<file path="src/rtl/tank_pkg.sv">
`default_nettype none
// ============================================================================
//  Module      : tank_pkg
//  Description : Shared constants and types for the per-player tank
//                controller: HID keycodes, indices into the pressed-key
//                vector, facing direction and reload state encodings.
//  Ports       : none (package)
//  Revision    : 1.0 - initial release
// ============================================================================
package tank_pkg;

    // HID usage IDs for the keys the tank reacts to
    localparam logic [7:0] KEY_A     = 8'h04;
    localparam logic [7:0] KEY_D     = 8'h07;
    localparam logic [7:0] KEY_W     = 8'h1A;
    localparam logic [7:0] KEY_S     = 8'h16;
    localparam logic [7:0] KEY_R     = 8'h15;
    localparam logic [7:0] KEY_SPACE = 8'h2C;

    // Bit positions inside the pressed vector {space, r, s, w, d, a}
    localparam int PB_A     = 0;
    localparam int PB_D     = 1;
    localparam int PB_W     = 2;
    localparam int PB_S     = 3;
    localparam int PB_R     = 4;
    localparam int PB_SPACE = 5;

    typedef enum logic [1:0] {
        DIR_LEFT  = 2'd0,
        DIR_RIGHT = 2'd1,
        DIR_UP    = 2'd2,
        DIR_DOWN  = 2'd3
    } dir_t;

    typedef enum logic [0:0] {
        RL_IDLE = 1'b0,
        RL_BUSY = 1'b1
    } rl_state_t;

endpackage : tank_pkg
`default_nettype wire

</file>
<file path="src/rtl/tank_key_decode.sv">
`default_nettype none
// ============================================================================
//  Module      : tank_key_decode
//  Description : Combinational scan of NKEYS packed HID keycode slots.
//                A key counts as pressed if it appears in any slot; repeated
//                slots collapse to a single press. Empty slots (8'h00) never
//                match any tracked key.
//  Ports       : keycode [8*NKEYS-1:0] in  - packed slots, slot 0 in [7:0]
//                pressed [5:0]         out - {space, r, s, w, d, a}
//  Revision    : 1.0 - initial release
// ============================================================================
module tank_key_decode
    import tank_pkg::*;
#(
    parameter int NKEYS = 6
) (
    input  logic [8*NKEYS-1:0] keycode,
    output logic [5:0]         pressed
);

    always_comb begin
        pressed = '0;
        for (int i = 0; i < NKEYS; i++) begin
            if (keycode[8*i +: 8] == KEY_A)     pressed[PB_A]     = 1'b1;
            if (keycode[8*i +: 8] == KEY_D)     pressed[PB_D]     = 1'b1;
            if (keycode[8*i +: 8] == KEY_W)     pressed[PB_W]     = 1'b1;
            if (keycode[8*i +: 8] == KEY_S)     pressed[PB_S]     = 1'b1;
            if (keycode[8*i +: 8] == KEY_R)     pressed[PB_R]     = 1'b1;
            if (keycode[8*i +: 8] == KEY_SPACE) pressed[PB_SPACE] = 1'b1;
        end
    end

endmodule : tank_key_decode
`default_nettype wire

</file>
<file path="src/rtl/tank_ctrl_multi.sv">
`default_nettype none
// ============================================================================
//  Module      : tank_ctrl_multi
//  Description : Per-player tank controller. Once per frame it decodes up to
//                NKEYS HID keycodes, moves the tank horizontally with edge
//                clamping, adjusts a saturating aim elevation, issues a
//                one-frame shoot pulse from a finite magazine and runs a timed
//                reload. All outputs are registered and reflect the keys
//                sampled on the same frame_clk edge.
//  Config      : TANK_AUTO_RELOAD_EN - when defined, an empty magazine starts
//                a reload on the next frame without the R key.
//  Ports       : frame_clk  in   frame-rate clock, rising edge active
//                Reset      in   asynchronous active-high reset
//                keycode    in   8*NKEYS packed HID slots
//                TankX/Y    out  tank centre position
//                TankS      out  tank half-size (constant SIZE)
//                Direction  out  last effective key: 0 L, 1 R, 2 up, 3 down
//                shoot      out  one-frame fire pulse
//                aim        out  aim elevation
//                ammo       out  rounds remaining
//                reloading  out  high while a reload is in progress
//  Revision    : 1.0 - initial release
// ============================================================================
module tank_ctrl_multi
    import tank_pkg::*;
#(
    parameter int NKEYS         = 6,
    parameter int X_MIN         = 0,
    parameter int X_MAX         = 639,
    parameter int Y_MIN         = 0,
    parameter int Y_MAX         = 479,
    parameter int X_CENTER      = 320,
    parameter int Y_CENTER      = 240,
    parameter int SIZE          = 4,
    parameter int STEP          = 1,
    parameter int AIM_MAX       = 31,
    parameter int AMMO_MAX      = 5,
    parameter int RELOAD_FRAMES = 60
) (
    input  logic                             frame_clk,
    input  logic                             Reset,
    input  logic [8*NKEYS-1:0]               keycode,
    output logic [9:0]                       TankX,
    output logic [9:0]                       TankY,
    output logic [9:0]                       TankS,
    output logic [1:0]                       Direction,
    output logic                             shoot,
    output logic [9:0]                       aim,
    output logic [$clog2(AMMO_MAX+1)-1:0]    ammo,
    output logic                             reloading
);

    localparam int c_AW = $clog2(AMMO_MAX + 1);
    localparam int c_CW = (RELOAD_FRAMES > 1) ? $clog2(RELOAD_FRAMES) : 1;

    // Clamp limits live in 11-bit signed space so X_MIN+SIZE below zero or
    // a step off the left edge cannot wrap around to a large unsigned value.
    localparam logic signed [10:0] c_X_LO   = 11'(X_MIN + SIZE);
    localparam logic signed [10:0] c_X_HI   = 11'(X_MAX - SIZE);
    localparam logic signed [10:0] c_STEP   = 11'(STEP);
    localparam logic [9:0]         c_AIM_MAX   = 10'(AIM_MAX);
    localparam logic [c_AW-1:0]    c_AMMO_FULL = c_AW'(AMMO_MAX);
    localparam logic [c_CW-1:0]    c_CNT_LAST  = c_CW'(RELOAD_FRAMES - 1);
    // Y never moves; its reset value is kept inside the vertical playfield.
    localparam int c_Y_RST = (Y_CENTER < Y_MIN + SIZE) ? (Y_MIN + SIZE) :
                             (Y_CENTER > Y_MAX - SIZE) ? (Y_MAX - SIZE) : Y_CENTER;

    logic [5:0]        w_pressed;
    logic              w_a, w_d, w_w, w_s, w_r, w_space;
    logic              w_move_l, w_move_r, w_aim_up, w_aim_dn;
    logic              w_fire, w_auto, w_rl_start, w_rl_done;
    logic signed [10:0] w_x_try;
    logic [9:0]        w_aim_next;
    dir_t              w_dir_next;
    rl_state_t         r_state, w_state_next;

    logic [9:0]        r_x, r_y, r_aim;
    dir_t              r_dir;
    logic              r_shoot, r_fire_prev;
    logic [c_AW-1:0]   r_ammo;
    logic [c_CW-1:0]   r_cnt;

    tank_key_decode #(
        .NKEYS   (NKEYS)
    ) u_key_decode (
        .keycode (keycode),
        .pressed (w_pressed)
    );

    assign w_a     = w_pressed[PB_A];
    assign w_d     = w_pressed[PB_D];
    assign w_w     = w_pressed[PB_W];
    assign w_s     = w_pressed[PB_S];
    assign w_r     = w_pressed[PB_R];
    assign w_space = w_pressed[PB_SPACE];

    // Opposing keys cancel each other.
    assign w_move_l = w_a & ~w_d;
    assign w_move_r = w_d & ~w_a;
    assign w_aim_up = w_w & ~w_s;
    assign w_aim_dn = w_s & ~w_w;

`ifdef TANK_AUTO_RELOAD_EN
    assign w_auto = (r_ammo == '0);
`else
    assign w_auto = 1'b0;
`endif

    // Rising edge of SPACE only; holding the key never re-fires.
    assign w_fire     = w_space & ~r_fire_prev & (r_ammo != '0) & (r_state == RL_IDLE);
    // A shot in the same frame wins over R; with an empty magazine no shot
    // is possible, so R starts the reload.
    assign w_rl_start = (r_state == RL_IDLE) & ~w_fire &
                        ((w_r & (r_ammo != c_AMMO_FULL)) | w_auto);
    assign w_rl_done  = (r_state == RL_BUSY) & (r_cnt == c_CNT_LAST);

    // Horizontal move with clamping; also pulls an out-of-range position
    // back inside the playfield.
    always_comb begin
        w_x_try = signed'({1'b0, r_x});
        if (w_move_l) begin
            w_x_try = w_x_try - c_STEP;
        end else if (w_move_r) begin
            w_x_try = w_x_try + c_STEP;
        end
        if (w_x_try < c_X_LO) begin
            w_x_try = c_X_LO;
        end else if (w_x_try > c_X_HI) begin
            w_x_try = c_X_HI;
        end
    end

    always_comb begin
        w_aim_next = r_aim;
        if (w_aim_up && (r_aim < c_AIM_MAX)) begin
            w_aim_next = r_aim + 10'd1;
        end else if (w_aim_dn && (r_aim != '0)) begin
            w_aim_next = r_aim - 10'd1;
        end
    end

    // Direction follows the resolved key, even when the move or aim step is
    // blocked by an edge or saturation; movement has priority over aim.
    always_comb begin
        w_dir_next = r_dir;
        if (w_move_l) begin
            w_dir_next = DIR_LEFT;
        end else if (w_move_r) begin
            w_dir_next = DIR_RIGHT;
        end else if (w_aim_up) begin
            w_dir_next = DIR_UP;
        end else if (w_aim_dn) begin
            w_dir_next = DIR_DOWN;
        end
    end

    // Reload state machine
    always_ff @(posedge frame_clk or posedge Reset) begin
        if (Reset) begin
            r_state <= RL_IDLE;
        end else begin
            r_state <= w_state_next;
        end
    end

    always_comb begin
        w_state_next = r_state;
        case (r_state)
            RL_IDLE: if (w_rl_start) w_state_next = RL_BUSY;
            RL_BUSY: if (w_rl_done)  w_state_next = RL_IDLE;
            default:                 w_state_next = RL_IDLE;
        endcase
    end

    always_ff @(posedge frame_clk or posedge Reset) begin
        if (Reset) begin
            r_x         <= 10'(X_CENTER);
            r_y         <= 10'(c_Y_RST);
            r_aim       <= '0;
            r_dir       <= DIR_RIGHT;
            r_shoot     <= 1'b0;
            r_fire_prev <= 1'b0;
            r_ammo      <= c_AMMO_FULL;
            r_cnt       <= '0;
        end else begin
            r_x         <= w_x_try[9:0];
            r_aim       <= w_aim_next;
            r_dir       <= w_dir_next;
            r_shoot     <= w_fire;
            r_fire_prev <= w_space;
            if (w_fire) begin
                r_ammo <= r_ammo - c_AW'(1);
            end else if (w_rl_done) begin
                r_ammo <= c_AMMO_FULL;
            end
            if (w_rl_start || w_rl_done) begin
                r_cnt <= '0;
            end else if (r_state == RL_BUSY) begin
                r_cnt <= r_cnt + c_CW'(1);
            end
        end
    end

    assign TankX     = r_x;
    assign TankY     = r_y;
    assign TankS     = 10'(SIZE);
    assign Direction = r_dir;
    assign shoot     = r_shoot;
    assign aim       = r_aim;
    assign ammo      = r_ammo;
    assign reloading = (r_state == RL_BUSY);

endmodule : tank_ctrl_multi
`default_nettype wire

</file>
<file path="config.mk">
export PLATFORM = sky130hd
export DESIGN_NAME = tank_ctrl_multi
export DESIGN_NICKNAME = d
export VERILOG_FILES = /design/src/rtl/tank_pkg.sv /design/src/rtl/tank_key_decode.sv /design/src/rtl/tank_ctrl_multi.sv
export SDC_FILE = /design/constraint.sdc
export NUM_CORES = 1
export LEC_CHECK = 0
export ABC_CLOCK_PERIOD_IN_PS = 3800
export BUFFER_PORTS_ARGS = -buffer_cell sky130_fd_sc_hd__buf_2
export CAP_MARGIN = 0
export CORE_UTILIZATION = 30
export DETAILED_ROUTE_END_ITERATION = 10
export PLACE_DENSITY_LB_ADDON = 0.05
export RECOVER_POWER = 100
export SETUP_SLACK_MARGIN = 0.15
export SLEW_MARGIN = 30
export SYNTH_ARGS = -nofsm -noshare
export SYNTH_HDL_FRONTEND = slang
export SYNTH_SLANG_ARGS = --single-unit
</file>
<file path="constraint.sdc">
create_clock -name frame_clk -period 3.8 [get_ports frame_clk]
set_input_delay 0 -clock frame_clk [delete_from_list [all_inputs] [get_ports frame_clk]]
set_output_delay 0 -clock frame_clk [all_outputs]
set_load 0.05 [all_outputs]
</file>
==> impl_metrics.json <==
{
  "cts_hold_buffers": 1,
  "tightest_slew_ps": 1849,
  "layout-drive-gt1-share_pct": 14.29,
  "dpl_worst_slack_ps": 256.2,
  "synth_top_area_share_pct": 24.98,
  "grtUsageMet1_pct": 20.47,
  "antenna_found_initial": 0,
  "finClkSkew_ps": 5.534,
  "gp_congestion": 0.9043,
  "dp_hpwl_mm": 6.216,
  "p_leak_nw": 1.487,
  "synth_edf_count": 0,
  "synth_area_leader_cell": "dfrtp_1",
  "antenna_cells": 0,
  "max_freq_mhz": 307.6,
  "drc": 0,
  "synthFlopType": "dfrtp_1",
  "period_minus_slack_ps": 3251,
  "grt_busiest_layer": "met2",
  "grt_pass1_vias": 2652,
  "ant_nets": 0,
  "status": "complete, but fails checks",
  "nNetsFinal": 516,
  "portBuffers": 76,
  "root_buffer": "clkbuf_8",
  "layout.cells.most_common": "buf_2",
  "cp.arrival_ps": 3410,
  "cp.required_ps": 3950,
  "area_delta_synth_final_pct": 18.48,
  "cts_buffer_depth": 2,
  "first_pass_iters": 4,
  "vias": 2836,
  "ys_types": 53,
  "finalSetupTns_ps": 0,
  "routedWlPerCell_um": 13.08,
  "start_util_pct": 31.15,
  "grt_pass1_wl_mm": 12.38,
  "yosys-top-cells-area": "dfrtp_1 (25%), ha_1 (7.8%), buf_4 (5.2%)",
  "overflow": 0,
  "synth-async-reset-ratio_pct": 100.0,
  "wirelength_mm": 7.546,
  "setup_viol": 0,
  "die_h_um": 100.4,
  "clk_latency_ps": 280,
  "avgSynthCellArea_um2": 8.048,
  "rsz0062_at_grt": "no",
  "maxCapViolations": 1,
  "crit_type": "in -> reg",
  "cts_setup_buffers": 0,
  "grtUsageMet3_pct": 1.880,
  "cellPowerDensity_nw_per_um2": 547.6,
  "use_met2_pct": 26.92,
  "die_w_um": 100.4,
  "cts_sinks": 34,
  "n_fill_cell": 1018,
  "rows": 35,
  "io_pins": 97,
  "synth_area_um2": 2905,
  "syn_inst": 361,
  "worst_ir_drop_vdd_mv": 0.3364,
  "design_area_um2": 3442,
  "critPathMaxFanout": 6,
  "layout_setup_ws_ps": 549.0,
  "yosysWarningCount": 10,
  "cts_made_buffers": 5,
  "coreArea_um2": 9328,
  "min_path_type": "in -> reg",
  "drt_iter0_drc": 75,
  "cts_resized": 0,
  "die-area_um2": 10080,
  "violations": "capacitance limit, slew limit",
  "ys_seq_area_share_pct": 29.50,
  "cp-end-kind": "register",
  "htreeDepth": 2,
  "path_clk_slew_ps": 70,
  "maxSlewViolCount": 35,
  "critPathLaunchType": "input pin",
  "ys_ff_latch": 34,
  "cts_tree": "done",
  "relSlewSlack_pct": -23.25,
  "hold_viol": 0,
  "final_cell_mix": "buf_2 (46), clkbuf_1 (37), inv_1 (35), nand2_1 (35), dfrtp_1 (29)",
  "avgViaCountPerCell": 4.915,
  "total_power_mw": 1.885,
  "grt_max_degree": 35,
  "fin_crit_sh_pct": 85.55,
  "place_area_um2": 3401,
  "globalRouteTotalUtil_pct": 15.51
}
## state kept, by name, summed over array words and instances (netlist names)
register     cells
r_fire_prev      1
r_cnt            6
Direction        2
reloading        1
aim             10
TankX           10
shoot            1
ammo             3
## critical path, stage by stage
cell and delay [ps]:
buf_2 100, or3_1 410, nor4_1 320, a32oi_1 170, nand3_1 140, ha_1 200, o31a_1 160, nand2_1 150
clkbuf_1 210, inv_1 120, fa_1 210, nor2b_1 50, o21ai_0 220, a21boi_0 160, o211ai_1 180, nand2_1 90
a2111oi_0 390, nor3_1 110
## power breakdown
| group | internal [mW] | total (mW) | switching [mW] | leakage (nW) |
|---|---|---|---|---|
| clock | 0.146 | 0.278 | 0.132 | 0.0472 |
| sequential | 0.455 | 0.583 | 0.128 | 0.407 |
| combinational | 0.315 | 1.02 | 0.709 | 1.03 |
## final cells by class
cell class | count | area, um^2 | share of cell area (%)
clock buffer | 6 | 82.58 | 2.399
multi-input combinational | 286 | 1810 | 52.60
sequential | 34 | 857.1 | 24.90
tap | 129 | 161.4 | 4.689
timing repair buffer | 85 | 386.6 | 11.23
clock inverter | 2 | 12.51 | 0.3635
inverter | 35 | 131.4 | 3.817
## cells in the mapped netlist, types with 6 or more instances
library cell  number
nor2_1            24
nor3_1            27
ha_1              18
o32ai_1            8
nand2b_1           9
nand2_1           35
o21ai_0            7
xnor2_1           14
a32oi_1            6
inv_1             35
buf_4             20
nand3_1           13
dfrtp_1           29
a21oi_1           26
## per-layer routing
layer	share of wire, %	wire length (um)
met1	47	3529
met2	49	3672
met3	3.8	284
met4	0.80	60
met5	0	0
## path summary, 6_finish.rpt
| kind | startpoint | slack [ps] | endpoint | cells after the start |
|---|---|---|---|---|
| worst max register to register | aim[6] | 600 | aim[8] | 13 |
| max in group asynchronous | Reset | 1820 | Direction[1] | 4 |
| min in group asynchronous | Reset | 920 | ammo[1] | 4 |
| worst min register to register | Direction[1] | 560 | Direction[1] | 2 |
| worst min-delay path | keycode[30] | 270 | r_fire_prev | 5 |
| worst max-delay path | keycode[45] | 550 | aim[8] | 18 |
## kinds of logic (layout without fill, tap and decap cells)
group | Yosys count | after routing | share of synthesized area [%]
other | 2 | 20 | 0.2585
DFF | 34 | 34 | 29.50
AOI/OAI and AO/OA | 77 | 77 | 18.26
adders and majority gates | 19 | 19 | 8.441
buffers and inverters | 59 | 128 | 10.51
xor gates and xnor gates | 19 | 19 | 5.728
and+or+nand+nor | 150 | 150 | 26.92
muxes | 1 | 1 | 0.3876
## per-stage QoR
| step | hold slack (ps) | utilization [%] | std cells |
|---|---|---|---|
| after floorplan | 137.9 | - | 379 |
| after global placement | 123.2 | 36.46 | 568 |
| after detailed placement | 125.4 | 36.46 | 568 |
| after CTS | 263.2 | 37.59 | 577 |
| after global routing | 339.7 | 36.90 | 577 |
| final | 266.0 | 36.90 | 577 |
Power figures use the tool's default switching activity.
